$ cat src/rtl/sevenseg_pkg.sv
// Shared constants and types for the seven-segment display path:
// active-low glyph table, blanking constants and the digit index type.
package sevenseg_pkg;

  typedef logic [1:0] digit_idx_t;

  localparam logic [6:0] SEG_OFF = 7'b1111111;
  localparam logic [3:0] AN_OFF  = 4'b1111;

  // Active-low {g,f,e,d,c,b,a} glyphs for hex digits 0..F.
  localparam logic [6:0] GLYPHS [0:15] = '{
    7'b1000000, 7'b1111001, 7'b0100100, 7'b0110000,
    7'b0011001, 7'b0010010, 7'b0000010, 7'b1111000,
    7'b0000000, 7'b0010000, 7'b0001000, 7'b0000011,
    7'b1000110, 7'b0100001, 7'b0000110, 7'b0001110
  };

endpackage

$ cat src/rtl/hex_to_7seg.sv
// Combinational nibble-to-glyph decoder for active-low seven-segment displays.
module hex_to_7seg
  import sevenseg_pkg::*;
(
  input  logic [3:0] nibble_i,
  output logic [6:0] seg_o
);

  assign seg_o = GLYPHS[nibble_i];

endmodule

$ cat src/rtl/sevenseg_scan.sv
// Four-digit multiplexed seven-segment driver: refresh prescaler, digit scan,
// once-per-frame shadow capture and registered anode/segment outputs.
module sevenseg_scan
  import sevenseg_pkg::*;
#(
  parameter int REFRESH_DIV = 100000
) (
  input  logic        clk,
  input  logic        rst,
  input  logic [15:0] value,
  input  logic [3:0]  dp_in,
  input  logic [3:0]  digit_en,
  input  logic        blank_lz,
  output logic [3:0]  an,
  output logic [6:0]  seg,
  output logic        dp,
  output logic        frame_done
);

  localparam int              CNT_W    = $clog2(REFRESH_DIV + 1);
  localparam logic [CNT_W-1:0] CNT_LAST = CNT_W'(REFRESH_DIV - 1);

  logic [CNT_W-1:0] cnt_q, cnt_d;
  digit_idx_t       idx_q, idx_d;
  logic [15:0]      sh_value_q, sh_value_d;
  logic [3:0]       sh_dp_q, sh_dp_d;
  logic [3:0]       sh_en_q, sh_en_d;
  logic             sh_lz_q, sh_lz_d;
  logic             frame_done_q, frame_done_d;
  logic [3:0]       an_q, an_d;
  logic [6:0]       seg_q, seg_d;
  logic             dp_q, dp_d;

  logic             tick_s;
  logic             load_s;
  logic [3:0]       nibble_s;
  logic [6:0]       glyph_s;
  logic [3:0]       nz_s;
  logic             lz_blank_s;
  logic             dark_s;

  assign tick_s = (cnt_q == CNT_LAST);
  assign load_s = tick_s && (idx_q == 2'd3);

  // Prescaler, digit index and frame shadow next-state.
  always_comb begin
    cnt_d        = cnt_q;
    idx_d        = idx_q;
    sh_value_d   = sh_value_q;
    sh_dp_d      = sh_dp_q;
    sh_en_d      = sh_en_q;
    sh_lz_d      = sh_lz_q;
    frame_done_d = load_s;
    if (tick_s) begin
      cnt_d = '0;
      idx_d = idx_q + 2'd1;
    end else begin
      cnt_d = cnt_q + CNT_W'(1);
    end
    if (load_s) begin
      sh_value_d = value;
      sh_dp_d    = dp_in;
      sh_en_d    = digit_en;
      sh_lz_d    = blank_lz;
    end else begin
      sh_value_d = sh_value_q;
    end
  end

  always_comb begin
    nz_s = {|sh_value_q[15:12], |sh_value_q[11:8], |sh_value_q[7:4], |sh_value_q[3:0]};
  end

  // Current nibble and leading-zero blanking; digit 0 always shows.
  always_comb begin
    nibble_s   = 4'h0;
    lz_blank_s = 1'b0;
    case (idx_q)
      2'd0: begin nibble_s = sh_value_q[3:0];   lz_blank_s = 1'b0;                          end
      2'd1: begin nibble_s = sh_value_q[7:4];   lz_blank_s = ~(nz_s[3] | nz_s[2] | nz_s[1]); end
      2'd2: begin nibble_s = sh_value_q[11:8];  lz_blank_s = ~(nz_s[3] | nz_s[2]);           end
      2'd3: begin nibble_s = sh_value_q[15:12]; lz_blank_s = ~nz_s[3];                       end
      default: begin nibble_s = 4'h0;           lz_blank_s = 1'b0;                          end
    endcase
  end

  hex_to_7seg u_hex_to_7seg (
    .nibble_i (nibble_s),
    .seg_o    (glyph_s)
  );

  assign dark_s = ~sh_en_q[idx_q] | (sh_lz_q & lz_blank_s);

  // Next anode/segment/dp drive for the digit currently indexed.
  always_comb begin
    an_d  = AN_OFF;
    seg_d = SEG_OFF;
    dp_d  = 1'b1;
    if (dark_s) begin
      an_d  = AN_OFF;
      seg_d = SEG_OFF;
      dp_d  = 1'b1;
    end else begin
      an_d  = ~(4'b0001 << idx_q);
      seg_d = glyph_s;
      dp_d  = ~sh_dp_q[idx_q];
    end
  end

  // State and output registers; reset forces the display dark at once.
  always_ff @(posedge clk or negedge rst) begin
    if (!rst) begin
      cnt_q        <= '0;
      idx_q        <= 2'd0;
      sh_value_q   <= 16'h0000;
      sh_dp_q      <= 4'b0000;
      sh_en_q      <= 4'b0000;
      sh_lz_q      <= 1'b0;
      frame_done_q <= 1'b0;
      an_q         <= AN_OFF;
      seg_q        <= SEG_OFF;
      dp_q         <= 1'b1;
    end else begin
      cnt_q        <= cnt_d;
      idx_q        <= idx_d;
      sh_value_q   <= sh_value_d;
      sh_dp_q      <= sh_dp_d;
      sh_en_q      <= sh_en_d;
      sh_lz_q      <= sh_lz_d;
      frame_done_q <= frame_done_d;
      an_q         <= an_d;
      seg_q        <= seg_d;
      dp_q         <= dp_d;
    end
  end

  assign an         = an_q;
  assign seg        = seg_q;
  assign dp         = dp_q;
  assign frame_done = frame_done_q;

endmodule

$ cat config.mk
export PLATFORM = sky130hd
export DESIGN_NAME = sevenseg_scan
export DESIGN_NICKNAME = d
export VERILOG_FILES = /design/src/rtl/sevenseg_pkg.sv /design/src/rtl/hex_to_7seg.sv /design/src/rtl/sevenseg_scan.sv
export SDC_FILE = /design/constraint.sdc
export NUM_CORES = 1
export LEC_CHECK = 0
export ABC_AREA = 1
export BUFFER_PORTS_ARGS = -buffer_cell sky130_fd_sc_hd__buf_2
export CORE_UTILIZATION = 57
export DETAILED_ROUTE_END_ITERATION = 10
export HOLD_SLACK_MARGIN = 0.05
export PLACE_DENSITY_LB_ADDON = 0.25
export SLEW_MARGIN = 20
export SYNTH_ARGS = -nofsm -noshare
export SYNTH_HDL_FRONTEND = slang
export SYNTH_SLANG_ARGS = --single-unit
$ cat constraint.sdc
create_clock -name clk -period 2.9 [get_ports clk]
set_clock_uncertainty 0.15 [all_clocks]
set_input_delay 0.29 -clock clk [delete_from_list [all_inputs] [get_ports clk]]
set_output_delay 0.29 -clock clk [all_outputs]
set_load 0.01 [all_outputs]
Yosys cells after proc, flatten, opt, wreduce, memory -nomap -nowiden
Memories as Yosys holds them, arrays and structs flattened.
Index checks and enable logic that the tools add are counted.
{"block": "word_totals", "latch_bits": 0, "romBits": 112, "output_inout_bits": 13, "n_memories": 1, "reg_bits": 57, "mem_bits_rw": 0, "inputBits": 27}
{"block": "classes", "n_div": 0, "n_eq_ne": 4, "addsub": 2, "muxes": 12, "multipliers": 0, "magnitude_cmp": 2, "n_reduce_logical": 5, "shifts": 1, "n_bitwise": 11}
{"name": "(name not given)", "depth": 16, "width": 7, "read_ports": 1, "rd_clocked_by_memory_dff": 0, "write_ports": 0, "line": "hex_to_7seg.sv:9", "rtl": "assign seg_o = GLYPHS[nibble_i];"}
{"op": "7-bit two-way mux", "count": 3}
{"op": "17-bit by 1-bit adder with 17-bit output, second input constant", "count": 1}
{"op": "17-bit == test, second input constant", "count": 1}
{"op": "17-bit two-way mux", "count": 1}
{"op": "4-bit one-hot mux with 4 select lines", "count": 1}
{"op": "4-bit OR reduction", "count": 3}
{"op": "5-bit greater-or-equal comparator, second input constant", "count": 1}
{"op": "1-bit NOT", "count": 5}
{"op": "4-bit NOT with 5-bit output", "count": 1}
{"op": "1-bit binary-select mux with 2-bit select", "count": 2}
{"op": "2-bit == test, second input constant", "count": 2}
{"op": "4-bit two-way mux", "count": 1}
{"op": "4-bit NOT", "count": 1}
{"op": "1-bit one-hot mux with 4 select lines", "count": 1}
{"op": "1-bit by 2-bit left shift with 4-bit output, first input constant", "count": 1}
{"op": "2-bit by 3-bit less-than comparator with 1-bit output, second input constant", "count": 1}
{"op": "1-bit two-way mux", "count": 3}
{"op": "1-bit OR", "count": 3}
{"op": "2-bit by 1-bit adder with 2-bit output, second input constant", "count": 1}
{"op": "2-bit by 1-bit == test with 1-bit output, second input constant", "count": 1}
{"op": "2-bit zero test", "count": 1}
{"op": "1-bit bitwise AND", "count": 1}
{"op": "1-bit logical AND", "count": 1}

Longest topological paths before layout
Gate-level depths: netlist (run 1).
{"block": "depth", "depth_word": 8, "depth_mapped": 13, "depth_no_buf": 13}

Cells and area by module
A second synthesis (run 1) with hierarchy kept.
{"block": "unflattened", "cells_unflattened": 390, "area_unflattened_um2": 3114.2}
{"mod": "sevenseg_scan", "area_per_inst_um2": 2839.0, "cells_per_inst": 339, "n_inst": 1}
{"mod": "hex_to_7seg", "area_per_inst_um2": 275.3, "cells_per_inst": 51, "n_inst": 1}

Worst setup path after synthesis (run 1)
OpenSTA, ideal clock, no wires.
{"block": "synth_timing", "kind": "register to register", "startpoint": "register idx_q[0]", "endpoint": "register seg_q[3], in the netlist seg[3]", "arrival_time_ns": 1.904, "setup_slack_ns": 0.760, "synth_period_minus_slack_ns": 2.140, "stages_incl_launch_ff": 12, "required_ns": 2.664, "setup_ns": 0.086, "cell_sequence": "dfrtp_1 inv_2 ha_1 inv_2 or2_2 o21ai_1 inv_1 ha_1 inv_1 nand2_1 nand3_1 nand3_1"}
{"block": "synth_via", "elab_chain_cells": 7, "elab_cells_between_ends": 16, "classes_between": "eq/ne: 3; mux: 7; bitwise: 4; reduce/logical: 1; memory: 1"}
{"element": "start: declaration", "line": "sevenseg_scan.sv:24", "rtl": "digit_idx_t idx_q, idx_d;"}
{"element": "start signal: assignment", "line": "sevenseg_scan.sv:125", "rtl": "idx_q <= idx_d;"}
{"element": "2-bit == test (tied with other cells)", "line": "sevenseg_scan.sv:78", "rtl": "case (idx_q)"}
{"element": "4-bit one-hot mux with 4 select lines", "line": "sevenseg_scan.sv:78"}
{"element": "4-bit NOT with 5-bit output (not written as such)", "line": "hex_to_7seg.sv:9"}
{"element": "memory read 16 x 7 bit"}
{"element": "7-bit two-way mux (not written as such) (2 in a row)", "line": "hex_to_7seg.sv:9"}
{"element": "7-bit two-way mux (*)", "line": "sevenseg_scan.sv:99", "rtl": "if (dark_s) begin"}
{"element": "via seg_d[3]", "line": "sevenseg_scan.sv:31", "rtl": "logic [6:0] seg_q, seg_d;"}
{"element": "end signal: assignment", "line": "sevenseg_scan.sv:132", "rtl": "seg_q <= seg_d;"}
{"element": "end: declaration", "line": "sevenseg_scan.sv:31"}
The timed path passes the listed nets; every way through them passes the cells marked *. The select of a mux whose other input is x is not followed.
A chain may end at the register's enable or synchronous reset.

Worst setup path in the final report (run 1)
{"block": "layout_timing", "startpoint": "register idx_q[1]", "endpoint": "register seg_q[3], in the netlist seg[3]"}
The elaborated chain is that of the path after synthesis.

==> results of run 1 <==
-- state kept, by name (all words and copies together) (netlist names) --
name and cells:
an 4, cnt_q 17, dp 1, frame_done 1, idx_q 2, seg 7, sh_dp_q 4, sh_en_q 4
sh_lz_q 1, sh_value_q 16
-- critical path: stages (launching register included) --
cell and delay [ps]:
dfrtp_1 420, inv_1 180, ha_1 210, inv_2 80, or2_2 270, o21ai_1 270, inv_1 160, ha_1 260
inv_1 100, nand2_1 60, nand3_1 90, nand3_1 80
-- final cells by class --
type / instances / area [sq um] / area share (%)
clock buffers: 15 / 156 / 4.36
clock inverters: 1 / 5.00 / 0.140
inverters: 40 / 150 / 4.19
multi-input cells: 265 / 1280 / 35.8
flip-flops and latches: 57 / 1440 / 40.2
well taps: 67 / 83.8 / 2.34
repair buffers: 66 / 463 / 12.9
-- Yosys cell counts, drive strengths merged (4+ instances only) --
library cell / n
nand2: 153
nand3: 22
a21oi: 4
nor2: 34
o21ai: 11
ha: 12
xor2: 5
nor3: 9
dfstp: 12
nand4: 6
inv: 40
dfrtp: 45
buf: 6
-- where the power goes --
group	leakage, uW	switching, uW	internal [uW]
logic	0.00110	24.9	35.7
registers	0.000609	0	796
clock network	0.0000817	303	334
-- metal layers --
metal / share of wire (%) / vias to the layer above
met5: 0 / -
met4: 2.4 / 0
met3: 3.7 / 14
li1: - / 1286
met2: 48 / 61
met1: 46 / 1211
-- stage by stage --
step	util (%)	cell area (sq um)	hold WS (ps)
after floorplan	-	2920	-156
after global placement	65.7	3160	269
after detailed placement	65.7	3160	285
after CTS	74.4	3580	321
after global routing	74.4	3580	334
final	74.4	3580	322
-- cell families after synthesis --
kind of cell | count (synthesis) | share of synthesized area, %
AO/OA/AOI/OAI | 19 | 3.72
AND/OR/NAND/NOR | 229 | 33.6
XOR/XNOR | 5 | 1.50
flip-flops | 57 | 49.3
buffers and inverters | 46 | 6.76
adder cells (fa/ha/maj) | 12 | 5.13
-- how the worst max path moves through the flow --
| stage | depth (start not counted) | slack, ps | end | startpoint |
|---|---|---|---|---|
| 2_1_floorplan | 11 | 760 | seg[3]$_DFF_PN1_ | idx_q[0]$_DFFE_PN0N_ |
| 3_3_place_gp | 11 | 580 | seg[3]$_DFF_PN1_ | idx_q[0]$_DFFE_PN0N_ |
| 3_5_place_dp | 11 | 490 | seg[3]$_DFF_PN1_ | idx_q[1]$_DFFE_PN0N_ |
| 4_1_cts | 11 | 480 | seg[3]$_DFF_PN1_ | idx_q[1]$_DFFE_PN0N_ |
| 5_1_grt | 12 | 220 | seg[3]$_DFF_PN1_ | idx_q[1]$_DFFE_PN0N_ |
| 6_report | 11 | 460 | seg[3]$_DFF_PN1_ | idx_q[1]$_DFFE_PN0N_ |
-- repair_timing --
| action | 4_1_cts | 5_1_grt |
|---|---|---|
| gates resized for setup | 0 | 0 |
| hold buffers | 26 | 0 |
| hold endpoints to repair | 50 | 0 |
==> summary.md, run 1 <==
| Metric | Value |
|---|---|
| Peak VDD IR | ~0.28 mV |
| Placed insts | 469 |
| Lkg Pwr | 0.00179 uW |
| DRC Markers | 0 |
| Crit share post-route | 84.1% |
| Per-cell routed wire length | 12.3 um |
| Worst EP required | 2970 ps |
| Sequential fraction of the synthesis area | 49.3% |
| Post-synth top area share | between 30% and 40% |
| GP Congestion | 0.884 |
| Die area | 5420 sq um |
| Pre-CTS setup slack | 491 ps |
| Met1 Track Usage GR | 34.5% |
| R2R Path Start | idx_q[1]$_DFFE_PN0N_ |
| Power Total | roughly 1500 uW |
| Die W | 73.6 um |
| Max Cap Viol | 0 |
| All-Layer GR Usage | 26.4% |
| Routed WL | around 6300 um |
| Crit Path Category | reg -> reg |
| Setup TNS | 0 ps |
| Count of final setup violators | 0 |
| Largest area contributor in the netlist | dfrtp_1 |
| Die Y | 73.6 um |
| H-tree depth | 3 |
| CTS tree | yes |
| Worst-margin pin slew | 969 ps |
| Clk buf depth | 2 |
| Min-delay src | cnt_q[0]$_DFF_PN0_ |
| Startpoint Class | flop |
| Avg Cell Area, Syn | approximately 8 sq um |
| Worst EP arrival | 2500 ps |
| Root Driver | clkbuf_8 |
| Register-to-register setup slack | 460 ps |
| Largest net degree at the start of global routing | 39 |
| Antenna Cells | 0 |
| Post-Synthesis Cells | 368 |
| Drt via density | around 5.0 |
| Ys async rst share | 100% |
| Worst Hold Class | reg -> reg |
| Worst hold endpoint | cnt_q[0]$_DFF_PN0_ |
| RSZ-0062 raised after global routing | false |
| Max Slew Vio Count | 0 |
| Reg2reg path depth | 11 |
| Commonest non-fill, non-tap cell in the layout | nand2_1 |
| Status | finished clean |
| Synth Net Count | 407 |
| Crit path capture type | flop |
| Global route overflow | 0 |
| Dpl hpwl | about 4000 um |
| GR Util met3 | 4.25% |
| Number of I/O pins | 40 |
| Worst-path fanout max | 8 |
| Most frequent cells in the layout | nand2_1, dfrtp_1, buf_2 |
| Initial antenna violation count | 0 |
| Netlist cell types | 30 |
| Hold Crit Depth | 1 |
| Cts bufs inserted | 9 |
| Cell Area, Synth | 2920 sq um |
| Warnings from Yosys | 0 |
| Share of layout cells above drive strength 1 | 18.2% |
| #FFs+latches synth | 57 |
| DRT antenna net count | 0 |
| Initial DRC Count | roughly 200 |
| Grt peak-use layer | met2 |
| Core Region | 4820 sq um |
| Pwr/cell area | 417 nW/um^2 |
| First-pass iteration count of the detailed router | 4 |
| Area Growth Syn to Fin | 22.6% |
| Synth top area cells | dfrtp_1, nand2_1, dfstp_2, ha_1, inv_1 |
| Routing usage on met2 | 42.1% |
| Clock Latency Late Sink | 340 ps |
| First-pass GRT wire length | approximately 11000 um |
| Via count | 2572 |
| CTS clock-pin slew for the worst setup and hold paths | roughly 60 ps |
| Starting Density | roughly three fifths |
| R2R Path End | seg[3]$_DFF_PN1_ |
| Row cnt | 25 |
| Number of global-route vias before repair | 2376 |
| Slew margin rel. | 35.4% |
| Layout fillers | 367 |
| Final Critical Period | 2440 ps |
| EDFF count, synth | 0 |
| Hold violation total from the final report | 0 |
| Non-Filler Instances | 511 |
| Nets | 478 |
| Most common flop cell mapped by yosys | dfrtp_1 |
| Post CTS Setup Buffer Count | 0 |
| Clock Sinks | 57 |
| IO buf count | 39 |
| Peak Freq | between 400 and 500 MHz |
| Final worst slack | 463 ps |
Power figures use the tool's default switching activity.
==> run 2, diff against run 1 <==
ABC_AREA = 0   (was 1)
CORE_UTILIZATION = 51   (was 57)
clock period = 2.1 ns   (was 2.9 ns; I/O delays follow)
==> run 2 against run 1 <==
Compared with the run above: the run now ends with negative setup slack left; sequential power is 46% higher; maximum frequency is 7.1% higher; sequential share of layout area is 2.9 points lower; critical path type unchanged; largest cell class unchanged; largest power group unchanged.
==> summary.md, run 2 <==
| Metric | Value |
|---|---|
| GP Congestion | about 0.86 |
| Most common flop cell mapped by yosys | dfrtp_1 |
| Commonest non-fill, non-tap cell in the layout | dfrtp_1 |
| Pint | 1910 uW |
| Die W | between 70 and 80 um |
| Startpoint Class | flop |
| Crit share post-route | 108% |
| Most frequent cell after synthesis | dfrtp_1 |
| Pwr/cell area | 637 nW/um^2 |
| Netlist cell types | 41 |
| Seq pwr share | 47.0% |
| Final worst slack | -176 ps |
| Routed WL | 6160 um |
| All-Layer GR Usage | 22.7% |
| Hold violation total from the final report | 0 |
| Core Region | 5170 sq um |
| Crit path capture type | flop |
| DRT antenna net count | 0 |
| Drt via density | 5.35 |
| Peak VDD IR | between 0.5 and 0.6 mV |
| Per-cell routed wire length | 15.8 um |
| IO buf count | 39 |
| Largest area contributor in the netlist | dfrtp_1 |
| Antenna Cells | 0 |
| Clk buf depth | 2 |
| Post-DP Area | 3200 sq um |
| Area Growth Syn to Fin | 39.7% |
| Non-Filler Instances | 391 |
| Layout fillers | 338 |
| Row cnt | 26 |
| #FFs+latches synth | 57 |
| Placed insts | 344 |
| H-tree depth | 3 |
| Clock Latency Late Sink | 350 ps |
| Worst-margin pin slew | approximately 700 ps |
| Setup TNS | -785 ps |
| EDFF count, synth | 0 |
| Die area | 5730 sq um |
| Initial DRC Count | about 170 |
| Sequential fraction of the synthesis area | 52.1% |
| Number of global-route vias before repair | roughly 2000 |
| Post-Synthesis Cells | roughly 230 |
| Share of layout cells above drive strength 1 | between 40% and 50% |
| Peak Freq | 439 MHz |
| Final Critical Period | 2280 ps |
| Worst EP arrival | 2400 ps |
| CTS clock-pin slew for the worst setup and hold paths | 70 ps |
| Failing checks | negative setup slack |
| Worst EP required | roughly 2200 ps |
| Max Slew Vio Count | 0 |
| Most frequent cells in the layout | dfrtp_1, buf_2, dlygate4sd3_1 |
| Nets | 355 |
| Slew margin rel. | 53.4% |
| Register-to-register setup slack | -180 ps |
| DRC Markers | 0 |
| Worst-path fanout max | 6 |
| Count of final setup violators | 7 |
| Ys async rst share | 100% |
| Post-route design area | approximately 3900 sq um |
| Cts bufs inserted | 9 |
| Synth top area cells | dfrtp_1, dfstp_2, mux2_4, ha_1, xnor2_1 |
| Post-synth top area share | 40.7% |
| First-pass GRT wire length | 9210 um |
| Top reg by flops | cnt_q |
| Clock power frac | 46.0% |
| Lkg Pwr | 0.00176 uW |
| Global route overflow | 0 |
| First-pass iteration count of the detailed router | 7 |
| Sw Share | 22.7% |
| Largest register FFs | 17 |
| Root Driver | clkbuf_8 |
| Largest net degree at the start of global routing | 58 |
| Worst Hold Class | reg -> reg |
| Post-synth top cells | dfrtp_1, mux2_4, nand2_1 |
| Max Cap Viol | 0 |
| Cell Area, Synth | between 2000 and 3000 sq um |
| Fin Hold WS | 344 ps |
| Synth Net Count | 264 |
| Clock Sinks | 57 |
| Starting Density | 53.5% |
| Comb power frac | 7.0% |
| Status | complete, but fails checks |
| RSZ-0062 raised after global routing | true |
| Crit Path Category | reg -> reg |
| Initial antenna violation count | 0 |
| Avg Cell Area, Syn | 12.3 sq um |
| Number of I/O pins | 40 |
| Warnings from Yosys | 0 |
| Via count | between 2000 and 2500 |
| Sw Pwr | about 560 uW |
| CTS tree | yes |
| Dpl hpwl | around 3600 um |
| Die Y | 75.7 um |
## run 2: cell count changes after synthesis, sizes merged, moves of 4 or more
cell | before | now
inv | 40 | 7
mux2 | 0 | 24
mux2i | 0 | 4
nand2 | 153 | 22
nand3 | 22 | 11
nor2 | 34 | 15
o21ai | 11 | 6
xnor2 | 0 | 12
## run 2: cell type report
class / count / area [sq um] / share of cell area (%)
timing repair buffer: 87 / 662 / 17.1
sequential: 57 / 1440 / 37.3
multi-input combinational: 154 / 1430 / 37.0
inverter: 7 / 26.3 / 0.679
clock buffer: 9 / 124 / 3.20
clock inverter: 7 / 93.8 / 2.43
tap: 70 / 87.6 / 2.26
## run 2: path summary, 6_finish.rpt
kind                                           start                   end  cells after the start
max in group asynchronous                        rst  idx_q[0]$_DFFE_PN0N_                      3
worst max register to register  idx_q[1]$_DFFE_PN0N_      seg[3]$_DFF_PN1_                      8
worst max-delay path            idx_q[1]$_DFFE_PN0N_      seg[3]$_DFF_PN1_                      8
worst min-delay path              cnt_q[4]$_DFF_PN0_    cnt_q[4]$_DFF_PN0_                      1
min in group asynchronous                        rst   cnt_q[12]$_DFF_PN0_                      3
worst min register to register    cnt_q[4]$_DFF_PN0_    cnt_q[4]$_DFF_PN0_                      1
## run 2: cells by family (layout without fill, tap and decap cells)
family / count (synthesis) / count (layout) / share of synthesized area [%]
adders and majority gates: 12 / 12 / 5.42
AOI/OAI and AO/OA: 26 / 27 / 6.42
DFF: 57 / 57 / 52.1
xor gates and xnor gates: 16 / 16 / 5.06
muxes: 30 / 30 / 15.5
buffers and inverters: 15 / 110 / 2.80
and+or+nand+nor: 69 / 69 / 12.7
## run 2: critical path, stage by stage, from the launching register on
cell and delay (ps):
dfrtp_1 420, inv_2 90, ha_4 190, a222oi_1 510, mux2i_4 200, ha_4 220
a21oi_1 170, a21boi_2 190, o21ai_1 70
## run 2: repair_timing
item | 4_1_cts | 5_1_grt
endpoints found under the setup margin | 11 | 22
endpoints found under the hold margin | 70 | 0
pin swaps | 1 | 9
cloned | 0 | 1
gates resized for setup | 4 | 28
setup buffers | 2 | 3
hold buffers | 26 | 0
## run 2: layer usage
metal | up-vias | GRT usage [%] | wire, um
met5 | - | 0 | 0
met3 | 13 | 3.97 | 323
li1 | 988 | - | -
met1 | 1011 | 29.5 | 2680
met2 | 80 | 36.5 | 3010
met4 | 0 | 11.7 | 144
## run 2: stage by stage
step / util [%] / power, uW / worst slack [ps]
CTS: 71.6 / 2470 / -56.5
finish: 74.8 / 2470 / -176
global route: 74.8 / 2550 / -251
floorplan: - / 1230 / 8.19
detailed placement: 61.8 / 1300 / -81.8
global placement: 61.8 / 1290 / -25.3
## run 2: power groups by stage
stage                     Combinational [uW]  Sequential [uW]  Clock (uW)
after floorplan                         53.7             1170           0
after global placement                   118             1170           0
after detailed placement                 121             1180           0
after CTS                                160             1160        1150
after global routing                     188             1160        1200
final                                    172             1160        1140
==> run 3, diff against run 2 <==
BUFFER_PORTS_ARGS = -buffer_cell sky130_fd_sc_hd__buf_4   (was -buffer_cell sky130_fd_sc_hd__buf_2)
==> run 3 against run 2 <==
Compared with the run above: the run still ends with negative setup slack left; die area is the same; sequential cell count did not move; total power down 3.4%; non-clock buffer count is 5 higher; sequential share of layout area is 0.65 points lower; via count fell by 0.81%; worst hold slack worse by 26 ps; maximum frequency increased by 5.9%; setup slack better by 130 ps; combinational power rose by 8%; clock power shrank 9%; global-route usage is 0.37 points higher; largest power group unchanged.
==> summary.md, run 3 (synthesis gave the netlist of run 2 again) <==
| Metric | Value |
|---|---|
| Sequential cell area | 1440 sq um |
| Starting Density | 53.5% |
| Area occupied by multi-input gates | around 1400 sq um |
| Status | complete, but fails checks |
| Pwr/cell area | 605 nW/um^2 |
| Cts bufs inserted | 9 |
| Worst-path fanout max | 6 |
| Antenna Cells | 0 |
| Final worst slack | -48.9 ps |
| Pint | 1870 uW |
| Drt via density | 5.25 |
| Max Cap Viol | 0 |
| All-Layer GR Usage | a little under a quarter |
| Initial DRC Count | 132 |
| Worst EP required | 2200 ps |
| IO buf count | 39 |
| Commonest non-fill, non-tap cell in the layout | buf_4 |
| Crit path capture type | flop |
| Worst EP arrival | 2250 ps |
| DRT antenna net count | 0 |
| Area Growth Syn to Fin | 42.2% |
| Comb power frac | around 7.8% |
| GP Congestion | between 0.9 and 1 |
| Largest register FFs | 17 |
| Slew margin rel. | 53.6% |
| Seq pwr share | about half |
| Share of layout cells above drive strength 1 | 45.5% |
| Per-cell routed wire length | 15.5 um |
| Top reg by flops | cnt_q |
| Final Critical Period | approximately 2100 ps |
| Clock power frac | 43.6% |
| Lkg Pwr | 0.00181 uW |
| Crit Path Category | reg -> reg |
| CTS tree | yes |
| Number of I/O pins | 40 |
| Sw Pwr | 509 uW |
| Max Slew Vio Count | 0 |
| Failing checks | negative setup slack |
| First-pass iteration count of the detailed router | 4 |
| Peak VDD IR | 0.477 mV |
| Hold violation total from the final report | 0 |
| Nets | 359 |
| Dpl hpwl | 3520 um |
| Root Driver | clkbuf_8 |
| Power Total | approximately 2400 uW |
| Worst Hold Class | in -> async |
| Die Y | around 76 um |
| Most frequent cells in the layout | buf_4, dfrtp_1, dlygate4sd3_1 |
| Die area | 5730 sq um |
| RSZ-0062 raised after global routing | true |
| Largest net degree at the start of global routing | 58 |
| Startpoint Class | flop |
| Routed WL | 6100 um |
| Layout fillers | roughly 310 |
| Count of final setup violators | 6 |
| Setup crit start | idx_q[1]$_DFFE_PN0N_ |
| Row cnt | 26 |
| Die W | 75.7 um |
| Fin Hold WS | 318 ps |
| H-tree depth | 3 |
| Peak Freq | between 400 and 500 MHz |
| First-pass GRT wire length | 9440 um |
| Clock Sinks | 57 |
| Crit share post-route | 102% |
| Clk buf depth | 2 |
| Core Region | 5170 sq um |
| Via count | 2075 |
| DRC Markers | 0 |
| Worst-margin pin slew | 696 ps |
| Global route overflow | 0 |
| Number of global-route vias before repair | 2054 |
| Initial antenna violation count | 0 |
| CTS clock-pin slew for the worst setup and hold paths | 70 ps |
| Sw Share | 21.4% |
| R2R Path Start | idx_q[1]$_DFFE_PN0N_ |
| Clock Latency Late Sink | 330 ps |
## run 3: cell count changes in the layout (fill, tap and decap cells not counted), sizes merged
cell,previous run,this run
inv,8,7
clkbuf,9,15
o41a,2,1
clkinv,2,1
bufinv,2,0
buf,61,66
clkinvlp,2,0
## run 3: power by group through the flow
stage	clock network (uW)	logic, uW	registers, uW
2_1_floorplan	0	53.7	1170
3_3_place_gp	0	135	1180
3_5_place_dp	0	138	1180
4_1_cts	1060	179	1160
5_1_grt	1110	203	1160
6_report	1040	186	1160
## run 3: worst paths after layout
path	endpoint	slack, ps	cells after the start
max reg2reg	seg[5]$_DFF_PN1_	-50	8
max in group asynchronous	idx_q[0]$_DFFE_PN0N_	980	2
max	seg[5]$_DFF_PN1_	-50	8
min	cnt_q[11]$_DFF_PN0_	320	2
min reg2reg	cnt_q[4]$_DFF_PN0_	350	1
min in group clk	cnt_q[4]$_DFF_PN0_	350	1
## run 3: layout make-up
type | count | share of cell area, %
well taps | 70 | 2.22
repair buffers | 92 | 19.9
clock buffers | 15 | 5.24
multi-input cells | 153 | 35.1
inverters | 7 | 0.731
clock inverters | 1 | 0.127
flip-flops and latches | 57 | 36.6
## run 3: layer usage
| layer | share of wire, % | GRT usage, % | up-vias |
|---|---|---|---|
| li1 | - | - | 987 |
| met1 | 46 | 29.7 | 1026 |
| met2 | 50 | 36.3 | 49 |
| met3 | 2.8 | 5.29 | 13 |
| met4 | 1.9 | 12.3 | 0 |
| met5 | 0 | 0 | - |
## run 3: per-stage QoR
stage	cell area [sq um]	setup TNS, ps	std cells	util (%)	setup WS [ps]
6_report	3940	-161	395	76.1	-48.9
5_1_grt	3940	-742	395	76.1	-138
4_1_cts	3820	-9.22	389	73.9	-9.22
3_5_place_dp	3250	-681	342	62.9	-118
3_3_place_gp	3250	-66.9	342	62.9	-41.5
2_1_floorplan	2810	0	225	-	8.19
## run 3: timing repair
item,CTS,global route
pin swaps,2,11
setup buffers,5,5
hold buffers,26,0
endpoints found under the hold margin,70,0
cloned,0,1
endpoints found under the setup margin,12,28
gates resized for setup,10,23
## run 3: worst max-delay path, cell delays in order, from the launching register on
cell and delay [ps]:
dfrtp_1 410, buf_4 160, ha_4 180, a222oi_1 350, mux2i_2 210, ha_2 250
and2_4 140, a21oi_2 90, o221ai_1 130
